### src/rtl/multicycle_control_unit.sv
// Multicycle MIPS control unit: owns the instruction register, sequences
// FETCH/DECODE/EXEC/MEM/WB with imem/dmem handshakes, a stall watchdog and a sticky halt.
module multicycle_control_unit #(
   parameter int WORD_W      = 32,
   parameter int REG_W       = 5,
   parameter int STALL_LIMIT = 0,
   parameter int CNT_W       = 16
) (
   input  logic              CLK,
   input  logic              RST,
   input  logic [WORD_W-1:0] imemload,
   input  logic              ihit,
   input  logic              dhit,
   input  logic              zero,
   output logic              imemREN,
   output logic              dmemREN,
   output logic              dmemWEN,
   output logic              PCWrite,
   output logic [1:0]        JumpSel,
   output logic              RegWr,
   output logic [1:0]        RegDst,
   output logic [1:0]        MemToReg,
   output logic [1:0]        ALUsrc,
   output logic [3:0]        alu_op,
   output logic              ExtOp,
   output logic [REG_W-1:0]  Rs,
   output logic [REG_W-1:0]  Rt,
   output logic [REG_W-1:0]  Rd,
   output logic [15:0]       imm16,
   output logic [2:0]        state_o,
   output logic              halt,
   output logic              timeout_err
);

   typedef enum logic [2:0] {
      S_FETCH = 3'd0, S_DECODE = 3'd1, S_EXEC = 3'd2, S_MEM = 3'd3, S_WB = 3'd4, S_HALT = 3'd5
   } state_t;

   typedef enum logic [3:0] {
      ALU_ADD = 4'd0, ALU_SUB, ALU_AND, ALU_OR, ALU_XOR, ALU_NOR, ALU_SLT, ALU_SLTU, ALU_SLL, ALU_SRL
   } aluop_t;

   localparam logic [5:0] OP_RTYPE = 6'h00, OP_J    = 6'h02, OP_JAL  = 6'h03, OP_BEQ   = 6'h04,
                          OP_BNE   = 6'h05, OP_ADDIU = 6'h09, OP_SLTI = 6'h0A, OP_SLTIU = 6'h0B,
                          OP_ANDI  = 6'h0C, OP_ORI  = 6'h0D, OP_XORI = 6'h0E, OP_LUI   = 6'h0F,
                          OP_LW    = 6'h23, OP_SW   = 6'h2B, OP_HALT = 6'h3F;
   localparam logic [5:0] F_SLL = 6'h00, F_SRL = 6'h02, F_JR  = 6'h08, F_ADD = 6'h20, F_ADDU = 6'h21,
                          F_SUB = 6'h22, F_SUBU = 6'h23, F_AND = 6'h24, F_OR  = 6'h25, F_XOR = 6'h26,
                          F_NOR = 6'h27, F_SLT = 6'h2A, F_SLTU = 6'h2B;
   localparam logic [CNT_W-1:0] LIMIT = CNT_W'(STALL_LIMIT);

   state_t            state, next_state;
   logic [WORD_W-1:0] ir;
   logic [5:0]        opcode, funct;
   logic [CNT_W-1:0]  stall_cnt;
   logic              waiting, wd_expired, err_set;
   aluop_t            dec_alu;
   logic [1:0]        dec_src;
   logic              dec_ext, dec_legal;

   assign opcode  = ir[WORD_W-1 -: 6];
   assign funct   = ir[5:0];
   assign Rs      = ir[21 +: REG_W];
   assign Rt      = ir[16 +: REG_W];
   assign Rd      = ir[11 +: REG_W];
   assign imm16   = ir[15:0];
   assign state_o = state;

   assign waiting    = (state == S_FETCH && !ihit) || (state == S_MEM && !dhit);
   assign wd_expired = (STALL_LIMIT != 0) && (stall_cnt == LIMIT);

   // Instruction-level decode: ALU controls plus legality of opcode/funct.
   always_comb begin
      dec_alu   = ALU_ADD;
      dec_src   = 2'b00;
      dec_ext   = 1'b0;
      dec_legal = 1'b1;
      case (opcode)
         OP_RTYPE: begin
            case (funct)
               F_SLL:         begin dec_alu = ALU_SLL; dec_src = 2'b10; end
               F_SRL:         begin dec_alu = ALU_SRL; dec_src = 2'b10; end
               F_JR, F_ADD, F_ADDU: dec_alu = ALU_ADD;
               F_SUB, F_SUBU: dec_alu = ALU_SUB;
               F_AND:         dec_alu = ALU_AND;
               F_OR:          dec_alu = ALU_OR;
               F_XOR:         dec_alu = ALU_XOR;
               F_NOR:         dec_alu = ALU_NOR;
               F_SLT:         dec_alu = ALU_SLT;
               F_SLTU:        dec_alu = ALU_SLTU;
               default:       dec_legal = 1'b0;
            endcase
         end
         OP_J, OP_JAL, OP_HALT, OP_LUI: ;
         OP_BEQ, OP_BNE:          begin dec_alu = ALU_SUB;  dec_ext = 1'b1; end
         OP_ADDIU, OP_LW, OP_SW:  begin dec_alu = ALU_ADD;  dec_src = 2'b01; dec_ext = 1'b1; end
         OP_SLTI:                 begin dec_alu = ALU_SLT;  dec_src = 2'b01; dec_ext = 1'b1; end
         OP_SLTIU:                begin dec_alu = ALU_SLTU; dec_src = 2'b01; dec_ext = 1'b1; end
         OP_ANDI:                 begin dec_alu = ALU_AND;  dec_src = 2'b01; end
         OP_ORI:                  begin dec_alu = ALU_OR;   dec_src = 2'b01; end
         OP_XORI:                 begin dec_alu = ALU_XOR;  dec_src = 2'b01; end
         default:                 dec_legal = 1'b0;
      endcase
   end

   always_comb begin
      // NOTE: every output is defaulted first so no branch leaves one unassigned and infers a latch.
      next_state = state;
      err_set    = 1'b0;
      imemREN    = 1'b0;
      dmemREN    = 1'b0;
      dmemWEN    = 1'b0;
      PCWrite    = 1'b0;
      JumpSel    = 2'b00;
      RegWr      = 1'b0;
      RegDst     = 2'b00;
      MemToReg   = 2'b00;
      ALUsrc     = 2'b00;
      alu_op     = 4'd0;
      ExtOp      = 1'b0;
      halt       = 1'b0;
      case (state)
         S_FETCH: begin
            imemREN = 1'b1;
            if (ihit) begin
               PCWrite    = 1'b1;
               next_state = S_DECODE;
            end else if (wd_expired) begin
               next_state = S_HALT;
               err_set    = 1'b1;
            end
         end
         S_DECODE: begin
            if (!dec_legal) begin
               next_state = S_HALT;
               err_set    = 1'b1;
            end else if (opcode == OP_HALT) begin
               next_state = S_HALT;
            end else if (opcode == OP_J || opcode == OP_JAL) begin
               PCWrite    = 1'b1;
               JumpSel    = 2'b01;
               next_state = S_FETCH;
               if (opcode == OP_JAL) begin
                  RegWr    = 1'b1;
                  RegDst   = 2'b10;
                  MemToReg = 2'b10;
               end
            end else if (opcode == OP_RTYPE && funct == F_JR) begin
               PCWrite    = 1'b1;
               JumpSel    = 2'b10;
               next_state = S_FETCH;
            end else begin
               next_state = S_EXEC;
            end
         end
         S_EXEC: begin
            alu_op = dec_alu;
            ALUsrc = dec_src;
            ExtOp  = dec_ext;
            case (opcode)
               OP_BEQ:       begin PCWrite = zero;  JumpSel = 2'b11; next_state = S_FETCH; end
               OP_BNE:       begin PCWrite = !zero; JumpSel = 2'b11; next_state = S_FETCH; end
               OP_LW, OP_SW: next_state = S_MEM;
               default:      next_state = S_WB;
            endcase
         end
         S_MEM: begin
            // Only LW and SW reach MEM, so anything that is not LW is a store.
            dmemREN = (opcode == OP_LW);
            dmemWEN = (opcode != OP_LW);
            if (dhit) begin
               next_state = (opcode == OP_LW) ? S_WB : S_FETCH;
            end else if (wd_expired) begin
               next_state = S_HALT;
               err_set    = 1'b1;
            end
         end
         S_WB: begin
            RegWr      = 1'b1;
            RegDst     = (opcode == OP_RTYPE) ? 2'b01 : 2'b00;
            MemToReg   = (opcode == OP_LW) ? 2'b01 : ((opcode == OP_LUI) ? 2'b11 : 2'b00);
            next_state = S_FETCH;
         end
         S_HALT:  halt = 1'b1;
         default: next_state = S_FETCH;
      endcase
   end

   always_ff @(posedge CLK or posedge RST) begin
      if (RST) begin
         state       <= S_FETCH;
         ir          <= '0;
         stall_cnt   <= '0;
         timeout_err <= 1'b0;
      end else begin
         // NOTE: non-blocking updates so every register samples pre-edge values.
         state <= next_state;
         if (state == S_FETCH && ihit) ir <= imemload;
         if (next_state != state)
            stall_cnt <= '0;
         else if (waiting && stall_cnt != '1)
            stall_cnt <= stall_cnt + CNT_W'(1);
         if (err_set) timeout_err <= 1'b1;
      end
   end

endmodule

### config.mk
export PLATFORM = sky130hd
export DESIGN_NAME = multicycle_control_unit
export DESIGN_NICKNAME = d
export VERILOG_FILES = /design/src/rtl/multicycle_control_unit.sv
export SDC_FILE = /design/constraint.sdc
export NUM_CORES = 1
export LEC_CHECK = 0
export ABC_AREA = 1
export BUFFER_PORTS_ARGS = -buffer_cell sky130_fd_sc_hd__buf_2
export CAP_MARGIN = 20
export CORE_MARGIN = 2
export CORE_UTILIZATION = 48
export DETAILED_ROUTE_END_ITERATION = 8
export PLACE_DENSITY = 0.83
export SETUP_SLACK_MARGIN = 0.05
export SKIP_LAST_GASP = 1
export SYNTH_ARGS = -nofsm -noshare
export SYNTH_HDL_FRONTEND = slang
export SYNTH_SLANG_ARGS = --single-unit
### constraint.sdc
create_clock -name CLK -period 1.65 [get_ports CLK]
set_input_delay 0.2475 -clock CLK [delete_from_list [all_inputs] [get_ports CLK]]
set_output_delay 0.2475 -clock CLK [all_outputs]
set_load 0.03 [all_outputs]
# ---- Word level (Yosys, flattened, before mapping)
# Cells that the tools add are included.
dict set report word_totals {
  regBits 36
  in_bits 37
  elab_cells 106
}
dict set report classes {
  eq_ne 34
  mux 52
  bitwise 1
  reduce_logical 16
}
# op n
set ops {}
lappend ops {{equality test 6 bit (second input constant)} 13}
lappend ops {{equality test 6 x 4 -> 1 bit (second input constant)} 8}
lappend ops {{one-hot mux 4 bit (9 select lines)} 1}
lappend ops {{two-way mux 2 bit} 15}
lappend ops {{one-hot mux 4 bit (7 select lines)} 1}
lappend ops {{two-way mux 1 bit} 19}
lappend ops {{equality test 6 x 2 -> 1 bit (second input constant)} 3}
lappend ops {{one-hot mux 2 bit (2 select lines)} 4}
lappend ops {{two-way mux 3 bit} 5}
lappend ops {{one-hot mux 3 bit (5 select lines)} 1}
lappend ops {{OR reduction 14 bit} 1}
lappend ops {{OR reduction 13 bit} 1}
lappend ops {{equality test 6 x 3 -> 1 bit (second input constant)} 2}
lappend ops {{zero test 6 bit} 2}
lappend ops {{OR reduction 2 bit} 4}
lappend ops {{OR reduction 8 bit} 1}
lappend ops {{OR reduction 7 bit} 1}
lappend ops {{equality test 3 x 2 -> 1 bit (second input constant)} 2}
lappend ops {{equality test 3 bit (second input constant)} 2}
lappend ops {{inequality test 6 bit (second input constant)} 1}
lappend ops {{one-hot mux 1 bit (2 select lines)} 3}
lappend ops {{one-hot mux 3 bit (2 select lines)} 1}
lappend ops {{two-way mux 4 bit} 1}
lappend ops {{inequality test 2 bit (second input constant)} 2}
lappend ops {{other kinds (8)} 9}

# ---- Longest topological paths before layout
# Gate-level depths: netlist of the first run.
dict set report depth {
  ltp_word 7
  mapped_depth 13
  mapped_depth_nobuf 13
}

# ---- Worst setup path before layout of the first run
# OpenSTA, ideal clock, no wires.
dict set report synth_timing {
  path_type {register to output}
  from {register state[2], in the netlist state_o[2]}
  to {output PCWrite}
  arrival_time_ns 1.623
  required_time_ns 1.402
  setup_slack_ns -0.220
  path_stages_with_launch 6
  cell_sequence {dfrtp_1 nor2_1 nand2_1 nor2_1 inv_1 o2111ai_1}
}
dict set report synth_between {
  elab_chain_len 2
  word_cells_on_any_way 4
  classes_between {eq/ne: 2; mux: 1; reduce/logical: 1}
}
# item line
set synth_lines {}
lappend synth_lines {{start: declaration} 52} ;# state_t state, next_state;
lappend synth_lines {{start signal: assignment} 197} ;# state <= next_state;
lappend synth_lines {{equality test 3 x 2 -> 1 bit, or another cell as far along} 122} ;# case (state)
lappend synth_lines {{one-hot mux 1 bit (3 select lines) *} 122}
lappend synth_lines {{end: declaration} 18} ;# output logic PCWrite,
# Every way passes the cells marked *; elsewhere a longest branch is shown, timed or not.

# ---- Final worst setup path of the first run
dict set report layout_timing {
  from {register ir[31]}
  to {output alu_op[1]}
}
dict set report layout_between {
  elab_chain_len 4
  word_cells_on_any_way 11
  classes_between {eq/ne: 7; mux: 2; reduce/logical: 2}
}
# item line
set layout_lines {}
lappend layout_lines {{start: declaration} 53} ;# logic [WORD_W-1:0] ir;
lappend layout_lines {{start signal: assignment} 198} ;# if (state == S_FETCH && ihit) ir <= imemload;
lappend layout_lines {{equality test 6 x 3 -> 1 bit} 78} ;# case (opcode)
lappend layout_lines {{OR reduction 2 bit (no source line)} -}
lappend layout_lines {{one-hot mux 4 bit (7 select lines) *} 78}
lappend layout_lines {{two-way mux 4 bit *} 122}
lappend layout_lines {{end: declaration} 24} ;# output logic [3:0] alu_op,
# Marked as above.

==> impl_metrics.ini, run 1 <==
[synth]
synth_area_leader_cell = dfrtp_1
seq_area_frac_synth_pct = 41.5
netlist-cell-type-count = 28
syn_avg_cell_area_um2 = 8.59
ys_top_cells_by_area = dfrtp_1, mux2_2, buf_4, nand2_1, nor2_1
synth_top_area_share_pct = 41.5
syn_area_um2 = 2170
yosysWarnings = 0
synthCells = 253
synthesis.nets = 290
ys_ff_latch = 36

[global_routing]
antenna_found_initial = 0
grt_max_degree = 37
grt_overflow = 0
grt_util_all_layers_pct = 22.4
grt_pass1_wl_um = 8960
grt_pass1_vias = 2006

[place]
hpwl_um = 3570
place_congestion = 0.922
port_buffers = 90
placedCellCount = 370

[sta]
tns_ns = -3.97
final_hold_viol_count = 0
worstMarginPinSlew_ns = 0.456
relSlewSlack_pct = 69.6
setup_violations = 20
slew_viol_final = 0
rsz0062_at_grt = true
setup_slack_ns = -0.360
fin_crit_sh_pct = 122
fin_skew_ns = 0.00192
fmax_mhz = 498
period_minus_slack_ns = 2.01
holdWs_ns = 0.0719

[layout]
area_delta_synth_final_pct = 47.4
utilization_pct = 73.5
antenna_cells = 0
nNetsFinal = 387
drive_gt1_share_pct = 67.1
final_cells = 402

[clock_network]
cts.sinks = 36
htree_levels = 2
clk_latency_ns = 0.28
cts_tree = built
cts-buffers-inserted = 5
path_clk_slew_ns = 0.07
clk_path_buf_depth = 2
cts_root_buf = clkbuf_8

[power_and_ir_drop]
ir_drop_mv = 1.27
power_uw = 6510
pwr-share-seq_pct = 26.4
p_leak_uw = 0.00166
p_int_uw = 3150
p_comb_share_pct = 64.8
p_sw_uw = 3360
switching_share_pct = 51.6
powerDensity_nw_per_um2 = 2030
clkPwrFrac_pct = 8.8

[worst_setup_path]
regToRegEndpoint = state_o[0]
endpoint_kind = output port
worstReg2RegStart = ir[31]
required_ns = 1.40
critPathMaxStageDelay_ns = 0.43
critPathKind = reg2out
worstPathCellList = buf_6 -> nor3_4 -> nand2_2 -> o21ai_0 -> a21oi_1 -> nor2_1 -> buf_4
cp_data_arrival_time_ns = 1.76
r2r_cells = 14
crit_path_start_kind = flop
slowest_stage = dfrtp_1
critPathMaxFanout = 3
timing.reg2reg.setup_slack_ns = -0.27

[detailed_routing]
drt_iter0_drc = 217
avgRoutedWirePerCell_um = 16.3
via_count = 2143
vias_per_cell = 5.33
drc_errors = 0
wirelength_um = 6540
drtPass1Iterations = 4
drtAntennaViolNets = 0

[floorplan]
die_h_um = 71.3
dieWidth_um = 71.3
initial_core_util_pct = 49.9
rows = 24
io-pin-count = 91
core-area_um2 = 4350
dieArea_um2 = 5080

[job]
cap_viol_max_count = 0

[outcome]
outcome = finished, violations left
violations = negative setup slack

[min_path]
holdCritPathClass = in2async
[cells in the mapped netlist]
| master | n |
|---|---|
| nand3b_1 | 1 |
| nor2_2 | 5 |
| a21oi_1 | 19 |
| xnor2_1 | 1 |
| o21ai_0 | 4 |
| nor3_1 | 6 |
| inv_2 | 5 |
| nand3_2 | 2 |
| a31oi_1 | 1 |
| buf_6 | 2 |
| inv_1 | 26 |
| nand2_2 | 3 |
| nand4_1 | 3 |
| o211ai_1 | 1 |
| inv_4 | 1 |
| nand3_4 | 1 |
| dfrtp_1 | 36 |
| mux2_2 | 21 |
| nor2_1 | 30 |
| o21bai_1 | 1 |
| buf_4 | 31 |
| a32o_1 | 1 |
| nand3_1 | 10 |
| o2111ai_1 | 1 |
| nand2_1 | 35 |
| buf_2 | 2 |
| nor2_4 | 2 |
| nand2_4 | 2 |
[cell usage in the layout (no fill, tap or decap), types with 4 or more instances in the layout]
master | synthesis | routed
nor2_1 | 30 | 19
nand2_4 | 2 | 4
a21oi_1 | 19 | 15
nand2_1 | 35 | 18
buf_6 | 2 | 22
inv_2 | 5 | 15
clkbuf_8 | 0 | 5
buf_4 | 31 | 27
inv_1 | 26 | 15
buf_2 | 2 | 73
nand3_2 | 2 | 5
a21oi_2 | 0 | 4
mux2_2 | 21 | 21
nand3_1 | 10 | 5
nor2_2 | 5 | 4
nor2_4 | 2 | 14
dfrtp_1 | 36 | 31
dfrtp_2 | 0 | 5
nand2_2 | 3 | 18
[logic make-up after synthesis]
kind of cell / after synthesis / synth area share, %
buffers and inverters: 67 / 17.9
XOR/XNOR: 1 / 0.403
AO/OA/AOI/OAI: 28 / 7.14
flip-flops: 36 / 41.5
multiplexers: 21 / 10.9
AND/OR/NAND/NOR: 100 / 22.2
[layer usage]
metal / part of all wire [%] / global-route usage, % / vias up
met1: 36 / 25.7 / 1019
li1: - / - / 986
met4: 3.3 / 9.64 / 0
met2: 53 / 38.6 / 114
met5: 0 / 0 / -
met3: 7.0 / 6.75 / 24
[sequential cells by signal, indices dropped and copies added (netlist names)]
name	count
state_o	3
ir	32
timeout_err	1
[layout make-up]
cell class	count	area, µm²
sequential	36	907
tap	52	65.1
clock buffer	6	72.6
clock inverter	1	5.00
fill	295	1150
timing repair buffer	125	876
inverter	32	125
multi-input combinational	150	1150
[per-stage QoR]
stage               setup slack (ns)  instance area, µm²
finish                        -0.360                3200
global route                  -0.455                3200
CTS                           -0.189                2950
detailed placement           -0.0124                2540
global placement           -0.000900                2540
floorplan                    -0.0527                2190
[worst max path at each step]
stage,start,end,slack (ns),cells past startpoint
2_1_floorplan,ir[31],alu_op[0],-0.05,7
3_3_place_gp,ir[30],ExtOp,-0.0009,6
3_5_place_dp,ir[30],ALUsrc[0],-0.01,6
4_1_cts,ir[30],ALUsrc[0],-0.19,8
5_1_grt,ir[31],alu_op[1],-0.45,7
6_report,ir[31],alu_op[1],-0.36,7
[critical path, delay by kind of cell (launching register included)]
family | cells | cell delay, ns
AO/OA/AOI/OAI | 2 | 0.26
buffers and inverters | 2 | 0.31
flip-flops | 1 | 0.43
AND/OR/NAND/NOR | 3 | 0.48
[power by group through the flow]
stage	sequential, µW	combinational [µW]	clock (µW)
floorplan	1670	2870	0
global placement	1620	3210	0
detailed placement	1650	3260	0
CTS	1660	3620	595
global route	1770	4500	644
finish	1720	4210	575
[what timing repair did]
item                       4_1_cts  5_1_grt
buffers inserted                17       10
setup endpoints to repair       17       42
pin swaps                        9       23
hold buffers                     0        0
resized for setup               63       55
(Power assumes the default switching activity.)
==> run 2: changes to the inputs <==
--- a/config.mk
+++ b/config.mk
@@ -12,6 +12,7 @@
 export CORE_UTILIZATION = 48
 export DETAILED_ROUTE_END_ITERATION = 8
 export PLACE_DENSITY = 0.83
+export RECOVER_POWER = 100
 export SETUP_SLACK_MARGIN = 0.05
 export SKIP_LAST_GASP = 1
 export SYNTH_ARGS = -nofsm -noshare
==> run 2 against run 1 <==
  * The run still ends with negative setup slack left
  * Via count did not move
  * Largest power group unchanged
  * Count of clock-buffer cells in the layout unchanged
  * Sequential power about the same
  * Largest cell class unchanged
  * Total power down 1.5%
  * Critical path depth unchanged
  * Global-route usage stayed put
  * Clock skew about the same
  * Die area unchanged
  * Core utilization down 0.89 points
==> impl_metrics.ini, run 2 (same netlist as run 1, synthesis figures left out) <==
[outcome]
outcome = finished, violations left
violations = negative setup slack

[sta]
setup_violations = 20
slew_viol_final = 0
period_minus_slack_ns = 2.03
fin_crit_sh_pct = 123
final_hold_viol_count = 0
rsz0062_at_grt = true
fin_skew_ns = 0.00221
setup_slack_ns = -0.376
worstMarginPinSlew_ns = 0.894
relSlewSlack_pct = 40.4
fmax_mhz = 494

[layout]
top_register = ir
regArea_um2 = 907
multi_input_area_um2 = 1150
area_delta_synth_final_pct = 45.6
final_common_cell = buf_2
final_cells = 402
final_area_um2 = 3160
final_cell_mix = buf_2, dfrtp_1, clkbuf_1, buf_4, buf_6
nNetsFinal = 387
largest_reg_flops = 32
utilization_pct = 72.6
antenna_cells = 0
drive_gt1_share_pct = 58.9
n_fill_cell = 309

[clock_network]
cts.hold.buffers_added = 0
path_clk_slew_ns = 0.07
cts_root_buf = clkbuf_8
cts_tree = built
cts-buffers-inserted = 5
htree_levels = 2
cts.sinks = 36
clk_path_buf_depth = 2
clk_latency_ns = 0.28

[global_routing]
grt_pass1_vias = 2006
grt_overflow = 0
grt_max_degree = 37
antenna_found_initial = 0
grt_pass1_wl_um = 8960
grt_util_all_layers_pct = 22.4

[detailed_routing]
drtPass1Iterations = 4
via_count = 2143
drc_errors = 0
wirelength_um = 6520
avgRoutedWirePerCell_um = 16.2
drt_iter0_drc = 200
drtAntennaViolNets = 0
vias_per_cell = 5.33

[power_and_ir_drop]
power_uw = 6410
p_leak_uw = 0.00158
p_sw_uw = 3360
ir_drop_mv = 1.21
pwr-share-seq_pct = 26.9
powerDensity_nw_per_um2 = 2030
clkPwrFrac_pct = 8.9
switching_share_pct = 52.4
p_comb_share_pct = 64.1
p_int_uw = 3050

[worst_setup_path]
critPathMaxFanout = 3
required_ns = 1.40
critPathKind = reg2out
critPathMaxStageDelay_ns = 0.42
slowest_stage = dfrtp_1
crit_buf_inv = 2
crit_family = simple AND/OR/NAND/NOR gates
cp_data_arrival_time_ns = 1.78
worstPathCellList = buf_6 -> nor3_4 -> nand2_2 -> o21ai_0 -> a21oi_1 -> nor2_1 -> buf_4
timing.reg2reg.setup_slack_ns = -0.27
crit_path_start_kind = flop
endpoint_kind = output port

[place]
dpl_cell_area_um2 = 2540
placedCellCount = 370
place_congestion = 0.922
port_buffers = 90
hpwl_um = 3570

[floorplan]
dieWidth_um = 71.3
io-pin-count = 91
core-area_um2 = 4350
die_h_um = 71.3
initial_core_util_pct = 49.9
dieArea_um2 = 5080
rows = 24

[min_path]
holdCritPathClass = in2reg

[job]
cap_viol_max_count = 0
==> run 2: cell count changes in the layout (fill, tap and decap cells not counted) <==
| cell | change |
|---|---|
| clkbuf_1 | +29 |
| buf_2 | -29 |
| buf_4 | -1 |
| clkbuf_2 | +1 |
==> run 2: path summary, 6_finish.rpt <==
| path | from | endpoint | cells after the start |
|---|---|---|---|
| hold / removal | imemload[8] | ir[8] | 2 |
| hold reg to reg | timeout_err | timeout_err | 1 |
| setup / recovery | ir[31] | alu_op[1] | 7 |
| min in group asynchronous | RST | ir[0] | 3 |
| max in group asynchronous | RST | state_o[2] | 3 |
| setup reg to reg | ir[31] | state_o[0] | 14 |
==> run 2: through the flow <==
step	setup WS [ns]	setup TNS [ns]	hold WS, ns
after CTS	-0.189	-1.96	0.0782
final	-0.376	-3.96	0.195
after detailed placement	-0.0124	-0.0124	0.386
after global routing	-0.455	-5.67	0.178
after floorplan	-0.0527	-0.165	0.398
after global placement	-0.000900	-0.000900	0.368
==> run 2: layer usage <==
metal  vias to the layer above  routed length [µm]  track usage [%]
met4                         0                 189             9.64
met1                      1018                2330             25.7
met2                       118                3510             38.6
met5                         -                   0                0
li1                        987                   -                -
met3                        20                 491             6.75
==> run 2: cell type report <==
| type | instances | share of cell area (%) |
|---|---|---|
| multi-input cells | 150 | 36.4 |
| flip-flops and latches | 36 | 28.7 |
| repair buffers | 125 | 26.5 |
| inverters | 32 | 3.96 |
| clock buffers | 6 | 2.29 |
| well taps | 52 | 2.06 |
| clock inverters | 1 | 0.158 |
==> run 2: timing repair <==
action | CTS | global route
resized for setup | 63 | 55
pin swaps | 9 | 23
setup endpoints to repair | 17 | 42
buffers inserted | 17 | 10
==> run 2: power groups by stage <==
| stage | clock, µW | combinational (µW) | sequential [µW] |
|---|---|---|---|
| 5_1_grt | 644 | 4400 | 1780 |
| 3_3_place_gp | 0 | 3210 | 1620 |
| 2_1_floorplan | 0 | 2870 | 1670 |
| 6_report | 573 | 4110 | 1730 |
| 4_1_cts | 595 | 3620 | 1660 |
| 3_5_place_dp | 0 | 3260 | 1650 |
==> run 3: changes to the inputs <==
--- a/config.mk
+++ b/config.mk
@@ -5,13 +5,12 @@
 export SDC_FILE = /design/constraint.sdc
 export NUM_CORES = 1
 export LEC_CHECK = 0
-export ABC_AREA = 1
 export BUFFER_PORTS_ARGS = -buffer_cell sky130_fd_sc_hd__buf_2
 export CAP_MARGIN = 20
 export CORE_MARGIN = 2
-export CORE_UTILIZATION = 48
+export CORE_UTILIZATION = 49
 export DETAILED_ROUTE_END_ITERATION = 8
-export PLACE_DENSITY = 0.83
+export PLACE_DENSITY = 0.84
 export RECOVER_POWER = 100
 export SETUP_SLACK_MARGIN = 0.05
 export SKIP_LAST_GASP = 1
==> run 3 against run 2 <==
  * The flow still finishes with violations (negative setup slack)
  * Count of clock-buffer cells in the layout increased by 1
  * Non-clock buffer count grew 45
  * Critical path depth fell by 1
  * Critical path type unchanged
  * Register-to-register slack worse by 0.23 ns
==> impl_metrics.ini, run 3 <==
[outcome]
outcome = finished, violations left
violations = negative setup slack

[layout]
top_register = ir
utilization_pct = 86.4
nNetsFinal = 407
drive_gt1_share_pct = 58.8
area_delta_synth_final_pct = 68.6
multi_input_area_um2 = 1450
regArea_um2 = 902
largest_reg_flops = 32
n_fill_cell = 220
final_cell_mix = buf_4, buf_2, clkbuf_1, dfrtp_1, mux2_4
antenna_cells = 0
final_common_cell = buf_4

[synth]
syn_area_um2 = 2250
seq_area_frac_synth_pct = 40.1
netlist-cell-type-count = 43
synthAdderAreaFrac_pct = 0
synth_top_family_by_area = simple AND/OR/NAND/NOR gates
synth-edff-count = 0
synthCells = 237
yosysWarnings = 0
synth_common_cells = dfrtp_1, buf_4, mux2_2
synth_compound_area_share_pct = 11.1
syn_avg_cell_area_um2 = 9.48
synth_area_leader_cell = dfrtp_1
synth_most_common_cell = dfrtp_1
synthFlopType = dfrtp_1
ys_ff_latch = 36
synth_top_area_share_pct = 40.1
synthMuxAreaShare_pct = 14.5
synthSimpleGateAreaFrac_pct = 20.0
synth_xor_area_share_pct = 0.780
async_flop_share_pct = 100
synthesis.nets = 274
ys_top_cells_by_area = dfrtp_1, mux2_2, buf_4, nor2_1, a21oi_1

[detailed_routing]
wirelength_um = 8770
highest_layer = met4
wl_met2_um = 4610
drtPass1Iterations = 5
route.layer.met1.wl_um = 3130
drtAntennaViolNets = 0
vias_per_cell = 5.97
via_count = 2526
avgRoutedWirePerCell_um = 20.7
drc_errors = 0
drt_iter0_drc = 250
detailroute.wirelength.met3_um = 620

[sta]
fin_skew_ns = 0.00180
relSlewSlack_pct = 39.4
setup_slack_ns = -0.877
rsz0062_at_grt = true
fmax_mhz = 396
final_hold_viol_count = 0
holdWs_ns = 0.166
setup_violations = 54
worstMarginPinSlew_ns = 0.908
period_minus_slack_ns = 2.53
fin_crit_sh_pct = 153
slew_viol_final = 0

[power_and_ir_drop]
switching_share_pct = 48.5
ir_drop_mv = 1.61
p_sw_uw = 4070
p_leak_uw = 0.00171
pwr-share-seq_pct = 20.5
p_comb_share_pct = 72.1
p_int_uw = 4330
clkPwrFrac_pct = 7.4
powerDensity_nw_per_um2 = 2220

[floorplan]
io-pin-count = 91
initial_core_util_pct = 51.3
rows = 24
dieArea_um2 = 5140
die_h_um = 71.7
core-area_um2 = 4380
dieWidth_um = 71.7

[clock_network]
clk_path_buf_depth = 2
cts-buffers-inserted = 5
cts.sinks = 36
cts_root_buf = clkbuf_8
cts.hold.buffers_added = 0
path_clk_slew_ns = 0.07
clk_latency_ns = 0.29
cts_tree = built
htree_levels = 2

[min_path]
min_from = imemload[1]
holdCritPathClass = in2reg
hold_end = ir[1]
holdPathStages = 3

[worst_setup_path]
crit_path_start_kind = flop
critPathKind = reg2out
endpoint_kind = output port
worstReg2RegStart = ir[31]
r2r_cells = 5
critPathMaxFanout = 5
regToRegEndpoint = state_o[2]
cp_data_arrival_time_ns = 2.28
required_ns = 1.40
timing.reg2reg.setup_slack_ns = -0.50

[job]
cap_viol_max_count = 0

[global_routing]
grt_pass1_vias = 2356
grt_util_all_layers_pct = 29.4
grt_overflow = 0
grt_pass1_wl_um = 11600
grt_max_degree = 37
antenna_found_initial = 0

[place]
port_buffers = 90
post-place-ws_ns = -0.535
hpwl_um = 4640
place_congestion = 0.867
[run 3: worst max-delay path by stage]
| stage | start | end | depth (start not counted) |
|---|---|---|---|
| 3_3_place_gp | ir[31] | alu_op[2] | 6 |
| 3_5_place_dp | ir[31] | PCWrite | 6 |
| 4_1_cts | ir[31] | PCWrite | 6 |
| 2_1_floorplan | ir[31] | alu_op[2] | 5 |
| 6_report | ir[31] | PCWrite | 6 |
| 5_1_grt | ir[31] | PCWrite | 6 |
[run 3: repair_timing]
item,4_1_cts,5_1_grt
setup buffers,10,16
cloned,1,1
gates resized for setup,55,24
pin swaps,13,11
endpoints found under the setup margin,51,54
[run 3: metrics by stage]
step | instance area (µm²) | power [µW] | TNS [ns] | instances
floorplan | 2640 | 5540 | -10.29 | 237
global placement | 3230 | 6480 | -5.44 | 387
detailed placement | 3230 | 6600 | -6.33 | 387
CTS | 3600 | 7640 | -12.59 | 406
global route | 3790 | 8740 | -19.16 | 423
finish | 3790 | 8400 | -17.79 | 423
[run 3: area by class of cell]
class	count	area share [%]
multi-input combinational	152	38.2
tap	52	1.72
sequential	36	23.8
inverter	5	0.561
timing repair buffer	170	33.4
clock buffer	7	2.01
clock inverter	1	0.231
[run 3: routing by layer]
metal / vias to the layer above / GRT usage [%]
met5: - / 0
met4: 0 / 11.3
met3: 52 / 5.63
met2: 167 / 51.1
met1: 1224 / 36.1
li1: 1083 / -
[run 3: critical path: stages, from the launching register on]
cell and delay (ns):
dfrtp_1 0.41, or4_4 0.54, or3_4 0.39, nand3b_1 0.22, o21ai_1 0.15, or3b_4 0.16, buf_6 0.12
[run 3: power groups by stage]
| stage | Combinational [µW] | Clock [µW] | Sequential [µW] |
|---|---|---|---|
| 3_3_place_gp | 4830 | 0 | 1650 |
| 4_1_cts | 5340 | 621 | 1680 |
| 6_report | 6050 | 620 | 1720 |
| 3_5_place_dp | 4930 | 0 | 1670 |
| 5_1_grt | 6300 | 659 | 1770 |
| 2_1_floorplan | 3780 | 0 | 1770 |
[run 3: cells by family (layout without fill, tap and decap cells)]
logic type	after synthesis	after routing
mux	29	29
buf+inv	49	183
simple gates	81	81
xor+xnor	2	2
compound gates	40	40
flops	36	36
